## config.mk

```make
export PLATFORM = sky130hd
export DESIGN_NAME = wb_snoop_responder_flat
export DESIGN_NICKNAME = d
export VERILOG_FILES = /design/src/rtl/wb_snoop_responder_pkg.sv /design/src/rtl/wb_snoop_responder_if.sv /design/src/rtl/wb_snoop_responder_tag_match.sv /design/src/rtl/wb_snoop_responder.sv /design/src/flat_wrapper.sv
export SDC_FILE = /design/constraint.sdc
export NUM_CORES = 1
export LEC_CHECK = 0
export ABC_AREA = 1
export BUFFER_PORTS_ARGS = -buffer_cell sky130_fd_sc_hd__buf_4
export CAP_MARGIN = 20
export CORE_ASPECT_RATIO = 1.2
export CORE_UTILIZATION = 53
export CTS_CLUSTER_SIZE = 14
export DETAILED_ROUTE_END_ITERATION = 7
export PLACE_DENSITY = 0.86
export SYNTH_ARGS = -nofsm -noshare
export SYNTH_HDL_FRONTEND = slang
export SYNTH_SLANG_ARGS = --single-unit
```

## constraint.sdc

```tcl
create_clock -name wb_clk_i -period 3.21 [get_ports wb_clk_i]
set_input_delay 0.321 -clock wb_clk_i [delete_from_list [all_inputs] [get_ports wb_clk_i]]
set_output_delay 0.321 -clock wb_clk_i [all_outputs]
set_load 0.02 [all_outputs]
```

## src/rtl/wb_snoop_responder_pkg.sv

```systemverilog
// Shared snoop-bus encodings: snoop types, poll responses and the one-hot responder FSM states.
// Also used by the arbiter side so both ends agree on the 2-bit codes.
package wb_snoop_responder_pkg;

    typedef enum logic [1:0] {
        SNOOP_TYPE_IDLE     = 2'b00,
        SNOOP_TYPE_READ     = 2'b01,
        SNOOP_TYPE_WRITE    = 2'b10,
        SNOOP_TYPE_NOT_USED = 2'b11
    } snoop_type_e;

    typedef enum logic [1:0] {
        POLL_RESPONSE_NEGATIVE  = 2'b00,
        POLL_RESPONSE_UNDEFINED = 2'b10,
        POLL_RESPONSE_POSITIVE  = 2'b11
    } poll_response_e;

    typedef enum logic [3:0] {
        ST_IDLE   = 4'b0001,
        ST_REQ    = 4'b0010,
        ST_LOOKUP = 4'b0100,
        ST_RESP   = 4'b1000
    } snoop_state_e;

    // READ and WRITE snoops need a tag lookup; NOT_USED is answered without one.
    function automatic logic needs_lookup(input logic [1:0] snoop_type);
        return (snoop_type == SNOOP_TYPE_READ) || (snoop_type == SNOOP_TYPE_WRITE);
    endfunction

endpackage

```

## src/rtl/wb_snoop_responder_if.sv

```systemverilog
// Snoop bus from the arbiter plus the shared cache snoop port, bundled for one responder.
// slave = responder view, master = arbiter/cache view.
interface wb_snoop_responder_if #(
    parameter int aw    = 32,
    parameter int dw    = 32,
    parameter int IDX_W = 8,
    parameter int OFS_W = 2
);
    localparam int TAG_W = aw - IDX_W - OFS_W;

    logic [aw-1:0]    snoop_adr_i;
    logic [1:0]       snoop_type_i;
    logic [1:0]       snoop_response_o;
    logic [dw-1:0]    snooped_dat_o;
    logic             tag_req_o;
    logic             tag_gnt_i;
    logic [IDX_W-1:0] tag_idx_o;
    logic [TAG_W-1:0] tag_i;
    logic             valid_i;
    logic [dw-1:0]    dat_i;
    logic             inv_o;
    logic [IDX_W-1:0] inv_idx_o;

    modport slave (
        input  snoop_adr_i, snoop_type_i, tag_gnt_i, tag_i, valid_i, dat_i,
        output snoop_response_o, snooped_dat_o, tag_req_o, tag_idx_o, inv_o, inv_idx_o
    );

    modport master (
        output snoop_adr_i, snoop_type_i, tag_gnt_i, tag_i, valid_i, dat_i,
        input  snoop_response_o, snooped_dat_o, tag_req_o, tag_idx_o, inv_o, inv_idx_o
    );

endinterface

```

## src/rtl/wb_snoop_responder_tag_match.sv

```systemverilog
// Combinational hit detect: stored line valid and stored tag equal to the snooped tag.
// Zero latency, no flow control.
module wb_snoop_responder_tag_match #(
    parameter int TAG_W = 22
) (
    input  logic [TAG_W-1:0] stored_tag,
    input  logic             stored_valid,
    input  logic [TAG_W-1:0] lookup_tag,
    output logic             hit
);

    assign hit = stored_valid && (stored_tag == lookup_tag);

endmodule

```

## src/rtl/wb_snoop_responder.sv

```systemverilog
// Per-core snoop responder: looks the snooped line up in L1 and answers READ with data, WRITE with invalidate.
// Response registered 3 cycles after the snoop is sampled, plus one per denied tag-port cycle; held until type returns to IDLE.
module wb_snoop_responder
    import wb_snoop_responder_pkg::*;
#(
    parameter int aw    = 32,
    parameter int dw    = 32,
    parameter int IDX_W = 8,
    parameter int OFS_W = 2
) (
    input  logic               wb_clk_i,
    input  logic               wb_rst_i,
    wb_snoop_responder_if.slave bus
);

    localparam int TAG_W = aw - IDX_W - OFS_W;

    snoop_state_e     state_q, state_d;
    logic [IDX_W-1:0] idx_q;
    logic [TAG_W-1:0] tag_q;
    logic             wr_q;
    logic [1:0]       resp_q;
    logic [dw-1:0]    dat_q;
    logic             hit;
    logic             abort;
    logic             tag_req;
    logic             inv;
    logic             unused_ofs;

    // Byte offset within the line never affects the lookup.
    assign unused_ofs = ^bus.snoop_adr_i[OFS_W-1:0];

    assign abort = (bus.snoop_type_i == SNOOP_TYPE_IDLE);

    wb_snoop_responder_tag_match #(.TAG_W(TAG_W)) u_tag_match (
        .stored_tag   (bus.tag_i),
        .stored_valid (bus.valid_i),
        .lookup_tag   (tag_q),
        .hit          (hit)
    );

    always_ff @(posedge wb_clk_i or posedge wb_rst_i) begin
        if (wb_rst_i) state_q <= ST_IDLE;
        else          state_q <= state_d;
    end

    always_comb begin
        state_d = state_q;
        unique case (state_q)
            ST_IDLE: begin
                if (needs_lookup(bus.snoop_type_i))                 state_d = ST_REQ;
                else if (bus.snoop_type_i == SNOOP_TYPE_NOT_USED)   state_d = ST_RESP;
            end
            ST_REQ: begin
                if (abort)              state_d = ST_IDLE;
                else if (bus.tag_gnt_i) state_d = ST_LOOKUP;
            end
            ST_LOOKUP: state_d = abort ? ST_IDLE : ST_RESP;
            ST_RESP:   if (abort) state_d = ST_IDLE;
            default:   state_d = ST_IDLE;
        endcase
    end

    // A withdrawn snoop drops the port request and suppresses the invalidate in the same cycle.
    always_comb begin
        tag_req = 1'b0;
        inv     = 1'b0;
        unique case (state_q)
            ST_REQ:    tag_req = !abort;
            ST_LOOKUP: inv     = wr_q && hit && !abort;
            default: ;
        endcase
    end

    always_ff @(posedge wb_clk_i or posedge wb_rst_i) begin
        if (wb_rst_i) begin
            idx_q  <= '0;
            tag_q  <= '0;
            wr_q   <= 1'b0;
            resp_q <= POLL_RESPONSE_UNDEFINED;
            dat_q  <= '0;
        end else begin
            unique case (state_q)
                ST_IDLE: begin
                    if (needs_lookup(bus.snoop_type_i)) begin
                        idx_q <= bus.snoop_adr_i[OFS_W +: IDX_W];
                        tag_q <= bus.snoop_adr_i[aw-1 -: TAG_W];
                        wr_q  <= (bus.snoop_type_i == SNOOP_TYPE_WRITE);
                    end else if (bus.snoop_type_i == SNOOP_TYPE_NOT_USED) begin
                        resp_q <= POLL_RESPONSE_NEGATIVE;
                    end
                end
                ST_LOOKUP: begin
                    if (!abort) begin
                        resp_q <= hit ? POLL_RESPONSE_POSITIVE : POLL_RESPONSE_NEGATIVE;
                        dat_q  <= (hit && !wr_q) ? bus.dat_i : '0;
                    end
                end
                ST_RESP: begin
                    if (abort) begin
                        resp_q <= POLL_RESPONSE_UNDEFINED;
                        dat_q  <= '0;
                    end
                end
                default: ;
            endcase
        end
    end

    assign bus.snoop_response_o = resp_q;
    assign bus.snooped_dat_o    = dat_q;
    assign bus.tag_req_o        = tag_req;
    assign bus.tag_idx_o        = idx_q;
    assign bus.inv_o            = inv;
    assign bus.inv_idx_o        = idx_q;

endmodule

```

## src/flat_wrapper.sv

```systemverilog
// flat-port wrapper written by rule: the top's interface ports become plain ports
module wb_snoop_responder_flat import wb_snoop_responder_pkg::*;
#(
    parameter int aw    = 32,
    parameter int dw    = 32,
    parameter int IDX_W = 8,
    parameter int OFS_W = 2
)
  (wb_clk_i, wb_rst_i, bus_snoop_adr_i, bus_snoop_type_i, bus_tag_gnt_i, bus_tag_i, bus_valid_i, bus_dat_i, bus_snoop_response_o, bus_snooped_dat_o, bus_tag_req_o, bus_tag_idx_o, bus_inv_o, bus_inv_idx_o);
  wb_snoop_responder_if #(.aw(aw), .dw(dw), .IDX_W(IDX_W), .OFS_W(OFS_W)) bus_i ();
  input  logic wb_clk_i;
  input  logic wb_rst_i;
  input wire logic [$bits(bus_i.snoop_adr_i)-1:0] bus_snoop_adr_i;
  input wire logic [$bits(bus_i.snoop_type_i)-1:0] bus_snoop_type_i;
  input wire logic [$bits(bus_i.tag_gnt_i)-1:0] bus_tag_gnt_i;
  input wire logic [$bits(bus_i.tag_i)-1:0] bus_tag_i;
  input wire logic [$bits(bus_i.valid_i)-1:0] bus_valid_i;
  input wire logic [$bits(bus_i.dat_i)-1:0] bus_dat_i;
  output wire logic [$bits(bus_i.snoop_response_o)-1:0] bus_snoop_response_o;
  output wire logic [$bits(bus_i.snooped_dat_o)-1:0] bus_snooped_dat_o;
  output wire logic [$bits(bus_i.tag_req_o)-1:0] bus_tag_req_o;
  output wire logic [$bits(bus_i.tag_idx_o)-1:0] bus_tag_idx_o;
  output wire logic [$bits(bus_i.inv_o)-1:0] bus_inv_o;
  output wire logic [$bits(bus_i.inv_idx_o)-1:0] bus_inv_idx_o;
  assign bus_i.snoop_adr_i = bus_snoop_adr_i;
  assign bus_i.snoop_type_i = bus_snoop_type_i;
  assign bus_i.tag_gnt_i = bus_tag_gnt_i;
  assign bus_i.tag_i = bus_tag_i;
  assign bus_i.valid_i = bus_valid_i;
  assign bus_i.dat_i = bus_dat_i;
  assign bus_snoop_response_o = bus_i.snoop_response_o;
  assign bus_snooped_dat_o = bus_i.snooped_dat_o;
  assign bus_tag_req_o = bus_i.tag_req_o;
  assign bus_tag_idx_o = bus_i.tag_idx_o;
  assign bus_inv_o = bus_i.inv_o;
  assign bus_inv_idx_o = bus_i.inv_idx_o;
  wb_snoop_responder #(.aw(aw), .dw(dw), .IDX_W(IDX_W), .OFS_W(OFS_W)) u_core (.wb_clk_i(wb_clk_i), .wb_rst_i(wb_rst_i), .bus(bus_i));
endmodule
```

==> run metrics <==
sequential fraction of design power=36.6%; Seq/Total Area, Yosys=46.61%; Row Count=33; NetSw=1295 uW; FFs w/ async S/R, synth=100.0%; DR iter-0 viols=147; Compound-Gate Fraction of Synth Area=4.486%; maximum VDD drop=0.0006000 V; io pins=144; Overall Power=3395 uW; uppermost routed layer=met4; fin nets=733; Switching Fraction=38.14%; Layout area overhead=34.60%; max-slew violations=0; mapped cell area=3710 sq um; CP startpoint kind=register; Post-CTS Setup Inserts=0; dpl hpwl=6.558 mm; adder-cell share of the synthesized area=1.012%; CTS tree=yes; main combinational cell family by area after synthesis=simple AND/OR/NAND/NOR gates; Tmin final=2.096 ns; Core Box Area=6813 sq um; vias in the first global route=3620; dominant cells by area after synthesis=dfrtp_1 (45%), nand2_1 (24%), nand3b_1 (6.9%), inv_1 (5.6%), o21ai_0 (3.2%); Clk Tree Root Cell=clkbuf_8; CTS resizes=0; WL met2=4.689 mm; clk sinks=69; Wirelength per Cell=12.30 microns; Post-DRT Antenna Nets=0; Die Y=93.65 microns; first-pass detailed-route iteration total=6; Clk Latency, worst-skew pair=0.33 ns; routed wl met3=568 microns; simple-gate share of the synthesized area=37.30%; P_int=2100 uW; post-synth top area share=45.19%; Worst Tran Pin Value=0.7123 ns; Die Area=7340 sq um; initial antenna violation count=0; M1 WL=3.610 mm; RSZ-0062 raised after global routing=no; largest net degree at the start of global routing=54; max_cap viols=0; endpoint class of the critical path=output pin; Mapped Nets=602; arrival time at the worst endpoint=1.77 ns; reg-to-reg endpoint=u_core.tag_q[13]; Post-Syn Instances=507; WS Path Type=reg -> out; clock power share=24.0%; LEAKAGE=0.002942 uW; Fin. Hold Viols=0; Synth area leader=dfrtp_1; crit-path max FO=4; first-pass GRT wire length=15.21 mm; most frequent cells after synthesis=nand2_1 (237), dfrtp_1 (67), inv_1 (55); r2r startpoint=u_core.state_q[3]; reg2reg path depth=6; number of flops mapped to enable cells by yosys=0; XOR/XNOR share of the synthesized area=0.2361%; most frequent cell after synthesis=nand2_1; H-tree depth=3; FMAX=477.2 MHz; #FFs+latches synth=69; Tightest Hold Check Type=in -> async; Unique masters post-synth=26; Setup Skew=0.01102 ns; GP Congestion=0.8896; CP required=2.89 ns; Initial Util=54.45%; Die X=78.38 microns; n_diodes=0; CP max stage delay=0.38 ns; CP Cell Sequence=inv_1 -> nand2_1 -> nor3_4 -> nand2_2 -> nor4_1 -> buf_4; Inserted Clock Buffers=9; final worst-path cycle share=65.28%; Main synth FF type=dfrtp_1; layout cell share with drive strength beyond 1=27.06%; Clock Path Buffers=2; Setup TNS=0 ns; number of port buffers=141; Relative slew margins=52.44%; WL final=8.982 mm; Critical Path Slowest Stage Cell=dfrtp_1; gr usage total=26.17%; Synth Warn #=0; # setup viols final=0; vias per cell=4.940; cts hold-fix bufs=0; Syn Area/Cell=7.317 sq um; status=finished, final reports clean; GR Overflow Total=0; PwrDens=679.9 nW/um^2; Reg2Reg Setup Slack=1.11 ns; DR vias=3606; Reg clk slew, reported paths=0.08 ns; Combinational Power Share=39.3%; post-synthesis mux area share=0%; # DRC=0
[area by class of cell]
type                            count  area, sq um
Sequential cell                    69         1729
Multi-Input combinational cell    354         1597
Clock buffer                       11        151.4
Tap cell                           87        108.9
Clock inverter                      5        81.33
Fill cell                         559         1819
Inverter                           58        217.7
Timing Repair Buffer              146         1109
[layer usage]
metal	vias up	GRT usage, %
met3	13	4.660
li1	1803	-
met5	-	0
met4	0	8.179
met1	1661	29.80
met2	129	49.20
[flip-flops by register name, summed over array words and instances, names as in the netlist]
name                         cells
u_core.bus.snoop_response_o      2
u_core.wr_q                      1
u_core.tag_q                    22
u_core.bus.inv_idx_o             8
u_core.bus.snooped_dat_o        32
u_core.state_q                   4
[worst max path at each step]
stage,start,end,depth (start not counted)
final,u_core.state_q[1],bus_inv_o,6
after global routing,u_core.state_q[3],u_core.tag_q[13],6
after CTS,u_core.state_q[1],bus_inv_o,6
after detailed placement,u_core.state_q[3],u_core.tag_q[14],6
after global placement,u_core.state_q[3],u_core.tag_q[13],6
after floorplan,wb_rst_i,u_core.bus.inv_idx_o[0],1
[placed cells by master, fill, tap and decap left out, types with 2 or more instances in the layout]
master     netlist  layout
a21oi_1          4       4
buf_4            8     145
bufinv_16        0       2
clkbuf_8         0      11
dfrtp_1         67      67
dfstp_2          2       2
ha_1             3       3
inv_1           55      54
inv_2            3       4
nand2_1        237     237
nand3_1          8       8
nand3b_1        34      34
nand4_1          3       3
nor2_1          29      29
nor2_4           2       2
nor3_1           2       2
o21ai_0         24      24
[critical path, delay by kind of cell (launching register included)]
kind,cells,cell delay [ns]
buffers and inverters,2,0.27
flip-flops,1,0.38
AND/OR/NAND/NOR,4,0.80
[cells by family (layout without fill, tap and decap cells)]
| group | Yosys count | count (layout) |
|---|---|---|
| simple gates | 319 | 319 |
| xor+xnor | 1 | 1 |
| fa+ha+maj | 3 | 3 |
| flops | 69 | 69 |
| compound gates | 31 | 31 |
| buf+inv | 84 | 220 |
[per-stage QoR]
stage	hold WS (ns)	util (%)	instance area, sq um	worst slack [ns]	instances
finish	0.002901	73.30	4994	1.114	730
global route	0.03533	73.30	4994	0.8184	730
CTS	0.1693	73.00	4974	1.077	729
detailed placement	0.4679	69.59	4741	1.104	713
global placement	0.4638	69.59	4741	1.170	713
floorplan	0.4306	-	3710	1.152	507
[power by group through the flow]
stage	logic (uW)	clock network (uW)	registers [uW]
after detailed placement	1330	0	1250
after CTS	1340	823	1240
after floorplan	923	0	1300
after global routing	1530	865	1270
final	1340	815	1240
after global placement	1290	0	1240
(Power assumes the default switching activity.)
